## src/rtl/fc_score_buffer.sv

```systemverilog
// Final-layer score collector: bias-add, rescale and saturate one accumulator per channel,
// then stream the buffered scores as indexed pairs for the argmax stage.
module fc_score_buffer #(
  parameter int DATA_WIDTH     = 16,
  parameter int ACC_WIDTH      = 32,
  parameter int OUTPUT_CHANNEL = 10,
  parameter int FRAC_SHIFT     = 8
) (
  input  logic                         clk,
  input  logic                         rst_n,
  input  logic                         in_valid,
  output logic                         in_ready,
  input  logic [4:0]                   in_ch,
  input  logic signed [ACC_WIDTH-1:0]  in_acc,
  input  logic signed [DATA_WIDTH-1:0] in_bias,
  output logic signed [DATA_WIDTH-1:0] out_inp1,
  output logic signed [DATA_WIDTH-1:0] out_inp2,
  output logic [4:0]                   out_index,
  output logic                         out_valid,
  output logic                         frame_done,
  output logic                         err
);

  localparam int SW = ACC_WIDTH + FRAC_SHIFT + 1;
  localparam int CW = (OUTPUT_CHANNEL > 2) ? $clog2(OUTPUT_CHANNEL) : 1;
  localparam logic signed [SW-1:0] QMAX = (SW'(1) <<< (DATA_WIDTH-1)) - SW'(1);
  localparam logic signed [SW-1:0] QMIN = -(SW'(1) <<< (DATA_WIDTH-1));

  typedef enum logic [1:0] {COLLECT, STREAM, DONE} state_t;

  state_t                        state;
  logic signed [DATA_WIDTH-1:0]  mem [OUTPUT_CHANNEL];
  logic [OUTPUT_CHANNEL-1:0]     mask, mask_nxt;
  logic [5:0]                    k;
  logic signed [SW-1:0]          sum, q;
  logic signed [DATA_WIDTH-1:0]  sat;
  logic [CW-1:0]                 wa, r0, r1;
  logic                          ch_ok, bad, accept, wr;

  assign in_ready = (state == COLLECT);

  always_comb begin
    sum = SW'(in_acc) + (SW'(in_bias) <<< FRAC_SHIFT);
    q   = sum >>> FRAC_SHIFT;
    if (q > QMAX)      sat = {1'b0, {(DATA_WIDTH-1){1'b1}}};
    else if (q < QMIN) sat = {1'b1, {(DATA_WIDTH-1){1'b0}}};
    else               sat = q[DATA_WIDTH-1:0];
  end

  // Out-of-range channels never reach mask[wa]: the short-circuit hides the bogus read.
  assign wa       = in_ch[CW-1:0];
  assign ch_ok    = in_ch < 5'(OUTPUT_CHANNEL);
  assign bad      = !ch_ok || mask[wa];
  assign accept   = in_valid && in_ready;
  assign wr       = accept && !bad;
  assign mask_nxt = mask | (OUTPUT_CHANNEL'(1) << wa);

  // Beat 0 repeats the first pair so the argmax seeds from (s0,s1) before comparing.
  assign r0 = (k == 6'd0) ? '0 : CW'(k - 6'd2);
  assign r1 = r0 + CW'(1);

  always_ff @(posedge clk)
    if (wr) mem[wa] <= sat;

  always_ff @(posedge clk or negedge rst_n) begin
    if (!rst_n) begin
      state      <= COLLECT;
      mask       <= '0;
      k          <= '0;
      out_inp1   <= '0;
      out_inp2   <= '0;
      out_index  <= '0;
      out_valid  <= 1'b0;
      frame_done <= 1'b0;
      err        <= 1'b0;
    end else begin
      err        <= 1'b0;
      frame_done <= 1'b0;
      case (state)
        COLLECT: begin
          if (accept) begin
            if (bad) err <= 1'b1;
            else begin
              mask <= mask_nxt;
              if (&mask_nxt) begin
                state <= STREAM;
                k     <= '0;
              end
            end
          end
        end
        STREAM: begin
          if (k <= 6'(OUTPUT_CHANNEL)) begin
            out_inp1  <= mem[r0];
            out_inp2  <= mem[r1];
            out_index <= k[4:0];
            out_valid <= 1'b1;
            k         <= k + 6'd2;
          end else begin
            // Pair/index outputs hold so the argmax is not reseeded.
            out_valid  <= 1'b0;
            frame_done <= 1'b1;
            mask       <= '0;
            state      <= DONE;
          end
        end
        DONE:    state <= COLLECT;
        default: state <= COLLECT;
      endcase
    end
  end

endmodule
```

## config.mk

```make
export PLATFORM = sky130hd
export DESIGN_NAME = fc_score_buffer
export DESIGN_NICKNAME = d
export VERILOG_FILES = /design/src/rtl/fc_score_buffer.sv
export SDC_FILE = /design/constraint.sdc
export NUM_CORES = 1
export LEC_CHECK = 0
export ABC_AREA = 1
export CORE_MARGIN = 3
export CORE_UTILIZATION = 29
export DETAILED_ROUTE_END_ITERATION = 8
export HOLD_SLACK_MARGIN = 0.08
export SYNTH_ARGS = -nofsm -noshare
export SYNTH_HDL_FRONTEND = slang
export SYNTH_SLANG_ARGS = --single-unit
```

## constraint.sdc

```tcl
create_clock -name clk -period 3.4 [get_ports clk]
set_input_delay 0.68 -clock clk [delete_from_list [all_inputs] [get_ports clk]]
set_output_delay 0.68 -clock clk [all_outputs]
set_load 0.01 [all_outputs]
```

After elaboration in Yosys (flattened, before gate mapping)
Memory sizes are Yosys's and may differ from the RTL's. A register that Yosys moved wholly into a read port is not among the register bits.
Cells that the tools add are included.

cells by class
  $add $sub $neg = 4
  order comparisons = 5
  eq/ne operators = 6
  shift operators = 1
  mux-type cells = 27
  bitwise operators = 1
  reductions and logical operators = 15

operators with widths
  operator                                                                            number
  32-bit by 24-bit adder with 33-bit output                                           1
  16-bit two-way mux                                                                  2
  10-bit two-way mux                                                                  3
  25-bit by 16-bit greater-than comparator with 1-bit output (second input constant)  1
  25-bit by 16-bit less-than comparator with 1-bit output (second input constant)     1
  6-bit two-way mux                                                                   4
  10-bit one-hot mux with 2 select lines                                              1
  6-bit one-hot mux with 2 select lines                                               1
  10-bit bitwise OR                                                                   1
  10-bit AND reduction                                                                1
  1-bit by 4-bit << shifter with 10-bit output (first input constant)                 1
  1-bit two-way mux                                                                   9
  2-bit two-way mux                                                                   4
  4-bit AND reduction                                                                 2
  6-bit by 2-bit adder with 6-bit output (second input constant)                      1
  6-bit by 4-bit <= comparator with 1-bit output (second input constant)              1
  6-bit zero test                                                                     1
  2-bit inequality test (second input constant)                                       3
  4-bit by 5-bit less-than comparator with 1-bit output (second input constant)       1
  5-bit by 4-bit less-than comparator with 1-bit output (second input constant)       1
  5-bit AND reduction                                                                 1
  4-bit by 1-bit adder with 4-bit output (second input constant)                      1
  1-bit binary-select mux with 4-bit select                                           1
  1-bit zero test                                                                     4
  other kinds (10)                                                                    12

storage, ports and cells
  register bits = 26
  memory bits (writable) = 160
  output and inout bits = 41
  memories = 1

memories
  memory  words  width  rd ports  clocked after Yosys merged registers in  wr ports  RTL line  source
  mem     10     16     2         2                                        1         32        logic signed [DATA_WIDTH-1:0] mem [OUTPUT_CHANNEL];

Longest topological paths before layout
Gate-level depths: netlist of run 1.

  depth in word-level cells = 7
  mapped depth = 18
  gate-level depth less buffers = 17

Worst setup path before layout of run 1
Ideal clock, no wire load.

  path kind = input to register
  start = input in_ch[1]
  end = memory mem[5][0], enable pin
  setup time = 0.409 ns
  data arrival time = 2.777 ns
  data required time = 2.991 ns
  slack = 0.214 ns
  stages on the path = 11
  buffers on the path = 0
  cells stage by stage = inv_1 > nand2_1 > a21oi_1 > o21ai_1 > a21oi_1 > nand2_1 > a21oi_2 > nand2_1 > nor2_2 > inv_1 > nor3_1

between the ends
  word-level cells in the longest chain between the ends = 7
  elaborated cells between the ends (all ways) = 9
  those cells by class = order compare (1); mux (4); reduce/logical (4)

ends and longest elaborated chain
  what                                                                                                                       RTL line  source
  start: declaration                                                                                                         13        input logic [4:0] in_ch,
  1-bit binary-select mux with 4-bit select / 5-bit by 4-bit less-than comparator with 1-bit output (equally long branches)  53, 52
  1-bit two-way mux (implied by the code) / 1-bit zero test (equally long branches)                                          53        assign bad = !ch_ok || mask[wa];
  1-bit logical OR                                                                                                           53
  1-bit zero test                                                                                                            55        assign wr = accept && !bad;
  1-bit logical AND                                                                                                          55
  1-bit two-way mux                                                                                                          63        if (wr) mem[wa] <= sat;
  1-bit two-way mux (implied by the code)                                                                                    63
  end: declaration                                                                                                           32

Several ways; a longest one is shown, not always the timed one. The select of a mux whose other input is x is not followed.

Worst setup path after layout of run 1
  start = input in_bias[15]
  end = memory mem[8][1] (data pin)

between the ends
  word-level cells in the longest chain between the ends = 4
  elaborated cells between the ends (all ways) = 5
  those cells by class = add/sub (1); order compare (2); mux (2)

ends and longest elaborated chain
  what                                                     RTL line  source
  start: declaration                                       15        input logic signed [DATA_WIDTH-1:0] in_bias,
  32-bit by 24-bit adder with 33-bit output *              43        sum = SW'(in_acc) + (SW'(in_bias) <<< FRAC_SHIFT);
  25-bit by 16-bit less-than comparator with 1-bit output  46        else if (q < QMIN) sat = {1'b1, {(DATA_WIDTH-1){1'b0}}};
  16-bit two-way mux                                       46
  16-bit two-way mux *                                     45        if (q > QMAX) sat = {1'b0, {(DATA_WIDTH-1){1'b1}}};
  named net sat[1]                                         36        logic signed [DATA_WIDTH-1:0] sat;

The timed path passes the listed nets; every way through them passes the cells marked *.

==> impl_metrics.py, run 1 <==
metrics = {
    "run_status": {
        "result_of_the_run": "complete, no violations",
    },
    "place": {
        "dp.final_hpwl_microns": 17500,
        "pre_cts_ws_ps": -183,
        "port_buffers": 87,
        "placed_cells": 1647,
        "gp_congestion": 0.865,
    },
    "sta": {
        "headroom_to_the_max_slew_limit": 0.412,
        "rsz_0062_raised_after_global_routing": "false",
        "finalCritPeriodShare": 0.907,
        "final.hold.worst_slack_ps": 290,
        "timing.final.max_slew_violations": 0,
        "skew_ps": 7.63,
        "final_period_minus_worst_setup_slack_ps": 3080,
        "worst_pin_slew_ps": 882,
        "timing.fmax_mhz": 324,
        "final_setup_violating_endpoints": 0,
        "finalHoldViolCount": 0,
        "setup_ws_ps": 316,
    },
    "yosys": {
        "synth-compound-area-share": 0.0873,
        "synth_warnings": 0,
        "ys_ff_latch": 216,
        "muxShareOfSynthArea": 0,
        "post_synth_instance_area_sq_um": 10300,
        "synthesis.area_per_instance_sq_um": 9.66,
        "yosys-top-cells-area": "edfxtp_1 (47%), dfrtp_1 (14%), nand2_1 (10%), nor2_1 (4.7%), o21ai_0 (3.3%)",
        "post-synth-top-area-fraction": 0.467,
        "synth_common_cells": "nand2_1 (287), edfxtp_1 (160), nor2_1 (129)",
        "synthXorXnorAreaFrac": 0.0119,
        "number_of_flops_mapped_to_enable_cells_by_yosys": 160,
        "post-synth-top-area-cell": "edfxtp_1",
        "yosys.area_share.simple": 0.216,
        "adder_cell_share_of_the_synthesized_area": 0.0348,
        "ys_async_sr_fraction": 0.259,
        "yosys_most_used_dff": "edfxtp_1",
        "yosys.cell_count.top_type": "nand2_1",
        "dominant_combinational_cell_family_by_area_after_synthesis": "simple AND/OR/NAND/NOR gates",
        "seq_area_frac_synth": 0.603,
        "synth_cell_types": 43,
        "postSynthCellCount": 1065,
    },
    "worst_setup_path": {
        "critical_path_required_ps": 3730,
        "timing.reg2reg.worst_path_depth": 11,
        "critPathMostFrequentCell": "nand2_1",
        "worst_setup_path_end_kind": "flop",
        "cp_slowest_cell": "clkdlybuf4s50_1",
        "critical-path-top-delay-family": "simple AND/OR/NAND/NOR gates",
        "crit-reg2reg-capture": "out_inp2[12]",
        "timing.reg2reg.setup_slack_ps": 850,
        "worst_path_largest_cell_delay_ps": 570,
        "timing.critical_path.buf_inv": 3,
        "worstPathArrival_ps": 3420,
        "critical_path.reg2reg.startpoint": "k[4]",
        "critical_path.cell_chain": "clkdlybuf4s50_1 -> ha_1 -> nand2_1 -> nor2_1 -> nand2_1 -> nor2_1 -> nand2_1 -> buf_4 -> nand4_1 -> nand2_1 -> nor2_1 -> nand3_2 -> nand2_4 -> nand2_1 -> nand2_1 -> buf_4",
        "critical_path.startpoint_type": "input port",
        "criticalPathCategory": "in -> reg",
        "timing.critical_path.fanout_max": 15,
    },
    "drt": {
        "dr.max_layer_used": "met4",
        "drc": 0,
        "wl_per_cell_microns": 15.1,
        "first_pass_iters": 5,
        "dr_total_vias": 7715,
        "met2WireLength_microns": 12500,
        "route.antenna.remaining_nets": 0,
        "routed-wl-met3_microns": 1270,
        "dr_iter_0_viols": 434,
        "detail_route.wirelength.met1_microns": 11400,
        "detail_route.vias_per_cell": 4.57,
        "finalWirelength_microns": 25500,
    },
    "final_layout": {
        "layout_cells_excl_fill": 1687,
        "multi_input_comb_area_sq_um": 3610,
        "antenna_cells": 0,
        "drive_above_1_share": 0.119,
        "syn2layout_area_growth_pct": 26.5,
        "regArea_sq_um": 6210,
        "final_util": 0.375,
        "n_fill_cell": 3434,
        "finalNetCount": 1300,
    },
    "clock_network": {
        "max_root_sink_buffers": 3,
        "cts_setup_buffers": 0,
        "cts_max_level": 1,
        "postCtsHoldBufs": 0,
        "cts.reportedPaths.clkPinSlew_ps": 60,
        "clock_latency_ps": 490,
        "cts.root.buffer_cell": "clkbuf_16",
        "cts_tree": "yes",
        "cts_repair_resize_count": 0,
        "cts.sink_count": 216,
        "cts_made_buffers": 22,
    },
    "floorplan": {
        "die_h_microns": 194,
        "initial_core_util": 0.296,
        "die_w_microns": 194,
        "ioPinCount": 97,
        "core.rowCount": 68,
        "floorplan.die_area_sq_um": 37800,
        "floorplan.core_area_sq_um": 34700,
    },
    "grt": {
        "globalRouteTotalUtil": 0.134,
        "grt_max_degree": 37,
        "global_route_wire_length_before_repair_microns": 41200,
        "grt_pass1_vias": 7609,
        "grt_remaining_overflow": 0,
        "grt_antenna_before_repair": 0,
    },
    "min_path": {
        "hold_path.class": "in -> async",
    },
    "power": {
        "p_leak_nw": 5.33,
        "power_report.internal_total_w": 0.00477,
        "power_switching_share": 0.239,
        "clock_power_share": 0.386,
        "power_frac_seq": 0.480,
        "power.net_switching_w": 0.00149,
        "p_per_area_nw_per_um2": 481,
        "ir_drop_mv": 0.269,
        "power.share.combinational": 0.134,
        "fin_total_pwr_w": 0.00626,
    },
    "flow_run": {
        "drv_cap": 0,
    },
}
## per-layer routing
metal / global-route usage / up-vias
li1: - / 3906
met1: 0.179 / 3606
met2: 0.237 / 185
met3: 0.0156 / 18
met4: 0.0247 / 0
met5: 0 / -
## power groups by stage
stage | clock network, W | logic, W | registers (W)
2_1_floorplan | 0 | 0.000458 | 0.00305
3_3_place_gp | 0 | 0.000832 | 0.00306
3_5_place_dp | 0 | 0.000845 | 0.00306
4_1_cts | 0.00247 | 0.000848 | 0.00301
5_1_grt | 0.00258 | 0.000951 | 0.00301
6_report | 0.00242 | 0.000840 | 0.00301
## worst register-to-register path, stage by stage (launching register included)
cell and delay [ps]:
dfrtp_1 370, nor2_1 170, nand4_1 150, nand2_1 150, inv_1 80, ha_1 290
inv_1 430, buf_4 330, nand2_1 80, a21oi_1 140, o31ai_1 100, o21ai_0 170
## registers in the layout, summed over array words and instances (netlist names)
register	flops
err	1
mem	160
out_inp1	16
frame_done	1
state	2
out_index	4
mask	10
out_valid	1
out_inp2	16
k	5
## how the worst max path moves through the flow
stage                           start        end  slack, ps  cells after the start
final                     in_bias[15]  mem[8][1]        320                     16
after global routing      in_bias[15]  mem[5][1]         40                     17
after CTS                 in_bias[15]  mem[0][0]        330                     16
after detailed placement  in_bias[15]  mem[9][0]       -180                     17
after global placement    in_bias[15]  mem[9][1]       -140                     17
after floorplan              in_ch[1]  mem[5][0]        210                     11
## through the flow
step | TNS (ps) | cell area [sq um]
2_1_floorplan | 0 | 10300
3_3_place_gp | -13710 | 12300
3_5_place_dp | -20670 | 12300
4_1_cts | 0 | 13000
5_1_grt | 0 | 13000
6_report | 0 | 13000
## layout by cell type, fill, tap and decap left out, types with 3 or more instances in the layout
cell type,netlist,layout
a21oi_1,42,42
a31oi_1,13,13
buf_12,0,12
buf_4,1,62
clkbuf_1,25,5
clkbuf_16,0,23
clkbuf_8,0,3
clkdlybuf4s50_1,0,86
clkinv_2,0,4
dfrtp_1,56,56
edfxtp_1,160,160
ha_1,27,27
inv_1,80,80
inv_2,6,6
nand2_1,287,287
nand2_2,15,15
nand3_1,63,63
nand3_2,3,3
nand3b_1,3,3
nand4_1,6,6
nor2_1,129,129
nor2_2,6,6
nor3_1,5,4
o21ai_0,68,68
o21bai_1,5,5
o31ai_1,4,4
o32ai_1,16,16
xor2_1,12,12
## final cells by class
type | instances | share of cell area
sequential | 216 | 0.477
clock inverter | 9 | 0.00740
inverter | 86 | 0.0248
timing repair buffer | 161 | 0.121
tap | 455 | 0.0437
multi-input combinational | 729 | 0.277
clock buffer | 31 | 0.0488
## cell families after synthesis
group                    after synthesis
AO/OA/AOI/OAI                        156
XOR/XNOR                              14
adder cells (fa/ha/maj)               28
buffers and inverters                121
flip-flops                           216
other                                  1
AND/OR/NAND/NOR                      529
Power figures use the tool's default switching activity.
==> run 2: changes to the inputs <==
SLEW_MARGIN = 10   (was unset)
==> results of run 2 <==
Same layout as run 1: the final DEF is identical, and so are final timing and power.
==> run 3: changes to the inputs <==
TNS_END_PERCENT = 100   (was unset)
==> results of run 3 <==
Same layout as run 1: the final DEF is identical, and so are final timing and power.
